===== src/rtl/snn_pkg.sv =====
// Shared definitions for the SNN run sequencer: network command codes, idle
// bus address, the command-table entry layout and the sequencer FSM states.
package snn_pkg;

    localparam int SNN_ADDR_W  = 8;
    localparam int SNN_CMD_W   = 8;
    localparam int SNN_FLOAT_W = 16;

    // Command codes count down from all-ones so they never collide with small opcodes
    localparam logic [SNN_CMD_W-1:0] CMD_SET_DELIVERY_TIME         = {SNN_CMD_W{1'b1}};
    localparam logic [SNN_CMD_W-1:0] CMD_SET_BIAS                  = {SNN_CMD_W{1'b1}} - SNN_CMD_W'(1);
    localparam logic [SNN_CMD_W-1:0] CMD_CLEAR                     = {SNN_CMD_W{1'b1}} - SNN_CMD_W'(2);
    localparam logic [SNN_CMD_W-1:0] CMD_SET_INPUT_TRAIN_LENGTH    = {SNN_CMD_W{1'b1}} - SNN_CMD_W'(3);
    localparam logic [SNN_CMD_W-1:0] CMD_SET_INPUT_TRAIN_FREQUENCY = {SNN_CMD_W{1'b1}} - SNN_CMD_W'(4);

    localparam logic [SNN_ADDR_W-1:0] ADDR_IDLE = {SNN_ADDR_W{1'b1}};

    typedef struct packed {
        logic [SNN_ADDR_W-1:0]         addr;
        logic [SNN_CMD_W-1:0]          cmd;
        logic signed [SNN_FLOAT_W-1:0] arg;
    } snn_cmd_entry_t;

    typedef enum logic [2:0] {
        ST_IDLE,
        ST_NRST,
        ST_ISSUE,
        ST_WAIT,
        ST_SAMPLE
    } snn_state_e;

endpackage


===== src/rtl/snn_cmd_table.sv =====
// Command table: DEPTH registered entries, one write port, one combinational
// read port. Contents survive reset on purpose so a loaded program persists.
module snn_cmd_table
    import snn_pkg::*;
#(
    parameter int DEPTH     = 32,
    parameter int PTR_WIDTH = 6,
    parameter int ENTRY_W   = 32
) (
    input  logic               clk,
    input  logic               we,
    input  logic [PTR_WIDTH-1:0] waddr,
    input  logic [ENTRY_W-1:0] wdata,
    input  logic [PTR_WIDTH-1:0] raddr,
    output logic [ENTRY_W-1:0] rdata
);

    localparam int IDX_W = (DEPTH > 1) ? $clog2(DEPTH) : 1;
    localparam logic [PTR_WIDTH-1:0] DEPTH_P = PTR_WIDTH'(DEPTH);

    logic [ENTRY_W-1:0] mem [DEPTH];

    // Out-of-range indices are dropped on write and read back as zero
    always_ff @(posedge clk) begin
        if (we && (waddr < DEPTH_P)) begin
            mem[waddr[IDX_W-1:0]] <= wdata;
        end
    end

    assign rdata = (raddr < DEPTH_P) ? mem[raddr[IDX_W-1:0]] : '0;

endmodule


===== src/rtl/snn_run_sequencer.sv =====
// Drives the spiking_neural_network_xor command bus: on start it pulses the
// network reset, streams the command table, waits a compute window, samples out.
module snn_run_sequencer
    import snn_pkg::*;
#(
    parameter int INT_WIDTH   = 8,
    parameter int FLOAT_WIDTH = 2*INT_WIDTH,
    parameter int CMD_WIDTH   = 8,
    parameter int ADDR_WIDTH  = 8,
    parameter int IN_WIDTH    = 2,
    parameter int DEPTH       = 32,
    parameter int PTR_WIDTH   = $clog2(DEPTH+1),
    parameter int WAIT_WIDTH  = 16
) (
    input  logic                          clk,
    input  logic                          rst,
    input  logic                          tbl_we,
    input  logic [PTR_WIDTH-1:0]          tbl_waddr,
    input  logic [ADDR_WIDTH+CMD_WIDTH+FLOAT_WIDTH-1:0] tbl_wdata,
    input  logic [PTR_WIDTH-1:0]          tbl_len,
    input  logic [WAIT_WIDTH-1:0]         wait_cycles,
    input  logic [IN_WIDTH-1:0]           in_vec,
    input  logic                          start,
    output logic                          busy,
    output logic                          done,
    output logic                          result,
    output logic                          result_valid,
    output logic                          net_rst,
    output logic [ADDR_WIDTH-1:0]         net_addr,
    output logic [CMD_WIDTH-1:0]          net_cmd,
    output logic signed [FLOAT_WIDTH-1:0] net_cmd_arg,
    output logic [IN_WIDTH-1:0]           net_in,
    input  logic                          net_out
);

    localparam int ENTRY_W = ADDR_WIDTH + CMD_WIDTH + FLOAT_WIDTH;
    localparam logic [PTR_WIDTH-1:0] DEPTH_P = PTR_WIDTH'(DEPTH);

    snn_state_e             state_q, state_d;
    logic [PTR_WIDTH-1:0]   len_q, idx_q, idx_d;
    logic [WAIT_WIDTH-1:0]  cnt_q, cnt_d;
    logic [ENTRY_W-1:0]     rd_entry;
    logic                   net_rst_q;

    snn_cmd_table #(
        .DEPTH     (DEPTH),
        .PTR_WIDTH (PTR_WIDTH),
        .ENTRY_W   (ENTRY_W)
    ) u_table (
        .clk   (clk),
        .we    (tbl_we && (state_q == ST_IDLE)),
        .waddr (tbl_waddr),
        .wdata (tbl_wdata),
        .raddr (idx_d),
        .rdata (rd_entry)
    );

    // The wait count is loaded at start and only runs down once WAIT is entered
    always_comb begin
        state_d = state_q;
        idx_d   = idx_q;
        cnt_d   = cnt_q;
        unique case (state_q)
            ST_IDLE: begin
                if (start) begin
                    state_d = ST_NRST;
                    cnt_d   = wait_cycles;
                end
            end
            ST_NRST: begin
                idx_d = '0;
                if (len_q != '0) begin
                    state_d = ST_ISSUE;
                end else begin
                    state_d = (cnt_q != '0) ? ST_WAIT : ST_SAMPLE;
                end
            end
            ST_ISSUE: begin
                if (idx_q == len_q - PTR_WIDTH'(1)) begin
                    state_d = (cnt_q != '0) ? ST_WAIT : ST_SAMPLE;
                end else begin
                    idx_d = idx_q + PTR_WIDTH'(1);
                end
            end
            ST_WAIT: begin
                if (cnt_q <= WAIT_WIDTH'(1)) begin
                    state_d = ST_SAMPLE;
                end else begin
                    cnt_d = cnt_q - WAIT_WIDTH'(1);
                end
            end
            ST_SAMPLE: state_d = ST_IDLE;
            default:   state_d = ST_IDLE;
        endcase
    end

    // Outputs are registered from the next state so they line up with it
    always_ff @(posedge clk) begin
        if (rst) begin
            state_q      <= ST_IDLE;
            idx_q        <= '0;
            cnt_q        <= '0;
            len_q        <= '0;
            busy         <= 1'b0;
            done         <= 1'b0;
            result       <= 1'b0;
            result_valid <= 1'b0;
            net_rst_q    <= 1'b1;
            net_addr     <= '1;
            net_cmd      <= '0;
            net_cmd_arg  <= '0;
            net_in       <= '0;
        end else begin
            state_q      <= state_d;
            idx_q        <= idx_d;
            cnt_q        <= cnt_d;
            busy         <= state_d inside {ST_NRST, ST_ISSUE, ST_WAIT};
            done         <= (state_d == ST_SAMPLE);
            result_valid <= (state_d == ST_SAMPLE);
            net_rst_q    <= (state_d == ST_NRST);
            if ((state_q == ST_IDLE) && start) begin
                len_q  <= (tbl_len > DEPTH_P) ? DEPTH_P : tbl_len;
                net_in <= in_vec;
            end
            if (state_d == ST_SAMPLE) begin
                result <= net_out;
            end
            if (state_d == ST_ISSUE) begin
                net_addr    <= rd_entry[ENTRY_W-1 -: ADDR_WIDTH];
                net_cmd     <= rd_entry[CMD_WIDTH+FLOAT_WIDTH-1 -: CMD_WIDTH];
                net_cmd_arg <= rd_entry[FLOAT_WIDTH-1:0];
            end else begin
                net_addr    <= '1;
                net_cmd     <= '0;
                net_cmd_arg <= '0;
            end
        end
    end

    assign net_rst = rst | net_rst_q;

endmodule


===== config.mk =====
export PLATFORM = sky130hd
export DESIGN_NAME = snn_run_sequencer
export DESIGN_NICKNAME = d
export VERILOG_FILES = /design/src/rtl/snn_pkg.sv /design/src/rtl/snn_cmd_table.sv /design/src/rtl/snn_run_sequencer.sv
export SDC_FILE = /design/constraint.sdc
export NUM_CORES = 1
export LEC_CHECK = 0
export BUFFER_PORTS_ARGS = -buffer_cell sky130_fd_sc_hd__buf_2
export CAP_MARGIN = 20
export CELL_PAD_IN_SITES_DETAIL_PLACEMENT = 1
export CELL_PAD_IN_SITES_GLOBAL_PLACEMENT = 2
export CORE_UTILIZATION = 35
export CTS_CLUSTER_SIZE = 28
export DETAILED_ROUTE_END_ITERATION = 10
export PLACE_DENSITY_LB_ADDON = 0.08
export SLEW_MARGIN = 10
export SYNTH_ARGS = -nofsm -noshare
export SYNTH_HDL_FRONTEND = slang
export SYNTH_SLANG_ARGS = --single-unit

===== constraint.sdc =====
create_clock -name clk -period 3.3 [get_ports clk]
set_clock_uncertainty 0.15 [all_clocks]
set_input_delay 0.33 -clock clk [delete_from_list [all_inputs] [get_ports clk]]
set_output_delay 0.33 -clock clk [all_outputs]
set_load 0.01 [all_outputs]

==> impl_metrics.json <==
{
  "hold_ws_ns": 0.03284,
  "ff2ff_setup_slack_ns": -0.25,
  "status": "finished with violations",
  "ff_latch_area_sq_um": 32140,
  "critPathCaptureType": "flop",
  "worstPathCellList": "inv_2, ha_4, xor2_2, nand2_2, buf_4, or4_4, o211ai_1, buf_4, buf_4, mux2i_4, buf_12, buf_12, clkbuf_16, a21oi_4, o221ai_2, or4_1",
  "vdd_ir_drop_max_v": 0.0004580,
  "drc": 22,
  "grt_antenna_before_repair": 11,
  "ant_nets": 0,
  "place_hpwl_mm": 94.27,
  "grt_start_max_net_pins": 70,
  "post_drt_wl_per_cell_um": 31.39,
  "rows": 129,
  "synth_most_common_cell": "edfxtp_1",
  "cp_num_cells": 16,
  "grt.overflow.total": 0,
  "fin_ws_ns": -0.2452,
  "r2r.worst_path.cells": 16,
  "core_area_sq_um": 124100,
  "die_w_um": 356.3,
  "finalMaxSlewViolations": 0,
  "p_total_mw": 44.46,
  "synth_top_area_cell": "edfxtp_1",
  "fillers": 12140,
  "hold_depth": 1,
  "finalHoldViolations": 0,
  "grt_pass1_vias": 31920,
  "boundaryPins": 106,
  "finalCritPeriodShare_pct": 107.4,
  "drt_iter0_markers": 2610,
  "clockBufferDepth": 3,
  "hp-start": "tbl_wdata[25]",
  "cp-start-kind": "flop",
  "placed_cells": 4977,
  "via_per_inst": 5.760,
  "place.gp.congestion": 0.8162,
  "grt_usage_pct": 26.00,
  "yosys-top-cells-area": "edfxtp_1 (70%), nand2_1 (4.3%), a311oi_1 (4.2%)",
  "mappedNetlistArea_sq_um": 43940,
  "rsz0062_at_grt": "true",
  "grt_pass1_wl_mm": 236.4,
  "finalWirelength_mm": 168.4,
  "ys_types": 70,
  "crit_type": "flop to flop",
  "dieHeight_um": 356.3,
  "synth_seq_area_share_pct": 73.12,
  "root_buffer": "clkbuf_16",
  "crit_slowest_cell": "or4_1",
  "cp_top_family": "simple AND/OR/NAND/NOR gates",
  "min_path_type": "primary input to flop",
  "cap_violations": 0,
  "crit_path_start": "len_q[0]",
  "yosys-top-cells-count": "edfxtp_1 (1024), nand2_1 (508), and3_1 (229)",
  "period_minus_slack_ns": 3.545,
  "fin_cells": 5364,
  "tightest_slew_ns": 0.9157,
  "violations": "design-rule violations, negative setup slack",
  "start_util_pct": 35.40,
  "worstPathMaxFanout": 6,
  "reg2reg_from": "len_q[0]",
  "yosysWarnings": 0,
  "utilization_pct": 46.88,
  "max_slew_margin_pct": 38.95,
  "pre_cts_slack_ns": -0.4270,
  "clkSinkCount": 1093,
  "cp_common_cell": "buf_4",
  "setup_viol": 32,
  "drive_above_1_share_pct": 28.95,
  "clk-insertion-delay-late_ns": 0.74,
  "avgSynthCellArea_sq_um": 14.16,
  "cts.clk_slew.worst_paths_ns": 0.06,
  "area_delta_synth_final_pct": 32.42,
  "async_flop_share_pct": 0,
  "cts_made_buffers": 120,
  "ys.flop_type": "edfxtp_1",
  "cp.required_ns": 3.75,
  "synth-edff-count": 1024,
  "ys_seq_elements": 1093,
  "synthCells": 3104,
  "htreeDepth": 3,
  "slowest_delay_ns": 0.50,
  "cts_tree": "done",
  "max_clock_freq_mhz": 282.1,
  "vias": 30900,
  "crit_buf_inv": 7,
  "arrival_ns": 3.99,
  "power.density_nw_per_um2": 764.1,
  "synth_top_area_share_pct": 69.97,
  "place.port_buffers": 105,
  "nets": 3689,
  "multi_input_area_sq_um": 12850,
  "die_area_sq_um": 127000,
  "dr.pass1.iters": 9,
  "p_leak_nw": 19.94,
  "syn-num-nets": 3176
}
[cells by family after synthesis]
family                     Yosys count  synth area share [%]
adders and majority gates            5                0.1424
DFF                               1093                 73.12
muxes                               36                0.8428
AOI/OAI and AO/OA                  738                 12.92
xor gates and xnor gates             7                0.1395
and+or+nand+nor                    954                 10.30
buffers and inverters              271                 2.540
[cells in the final DEF (no fill, tap or decap), types with 20 or more instances in the layout]
master         count
edfxtp_1        1024
nand2_1          501
buf_4            262
and3_1           228
buf_12           136
clkbuf_16        130
a311oi_1         115
buf_2            105
a211oi_1         104
a211oi_2          96
o21bai_1          90
a311oi_2          85
dfxtp_1           65
nand3_1           59
o21ai_0           58
dlygate4sd3_1     58
nor2_4            34
clkbuf_1          34
buf_6             34
nor2_1            31
o211ai_1          29
mux2i_1           29
nand4_1           27
a21oi_1           26
clkinv_2          24
clkinv_1          24
buf_16            21
inv_1             20
[worst register-to-register path, delay by kind of cell (launching register included)]
kind | cells | cell delay (ns)
simple gates | 3 | 1.06
flops | 1 | 0.34
compound gates | 3 | 0.50
xor+xnor | 1 | 0.14
buf+inv | 7 | 0.91
mux | 1 | 0.07
fa+ha+maj | 1 | 0.26
[stage by stage]
stage               cell area (sq um)  setup TNS (ns)
global route                    58180          -8.603
detailed placement              50230          -9.801
finish                          58190          -5.038
CTS                             56760          -2.829
floorplan                       44010          -37.52
global placement                50230          -8.753
[flip-flops by register name, indices dropped and copies added, names as in the netlist, 3 cells and up]
register,count
net_addr,8
cnt_q,16
net_cmd_arg,16
len_q,6
idx_q,6
u_table.mem,1024
net_cmd,8
state_q,3
[worst paths after layout]
kind                                            end
worst max-delay path                    net_addr[0]
worst max register to register          net_addr[0]
worst min register to register               result
worst min-delay path            u_table.mem[24][25]
[repair_timing]
action                                  CTS  global route
pin swaps                                72            91
setup buffers                            39            33
hold endpoints to repair                868             0
resized for setup                       264           152
gates cloned                             20            11
endpoints found under the setup margin   32            44
hold buffers                             58             0
[routing by layer]
metal / wire length (um) / up-vias / GRT usage, %
li1: - / 13290 / -
met1: 76790 / 16560 / 37.02
met2: 79930 / 820 / 42.54
met3: 7859 / 217 / 3.366
met4: 3749 / 6 / 5.330
met5: 40 / - / 0
[power breakdown]
group | total, mW | switching (mW) | internal (mW)
registers | 15.8 | 0.306 | 15.5
logic | 15.9 | 9.01 | 6.84
clock network | 12.8 | 5.61 | 7.23
[final cells by class]
type                       count  area share (%)
sequential                  1093           55.22
multi-input combinational   1742           22.07
timing repair buffer         638           12.62
clock buffer                 161           5.545
tap                         1637           3.520
clock inverter                64          0.8450
inverter                      22          0.1419
antenna                        7         0.03010
Power figures use the tool's default switching activity.
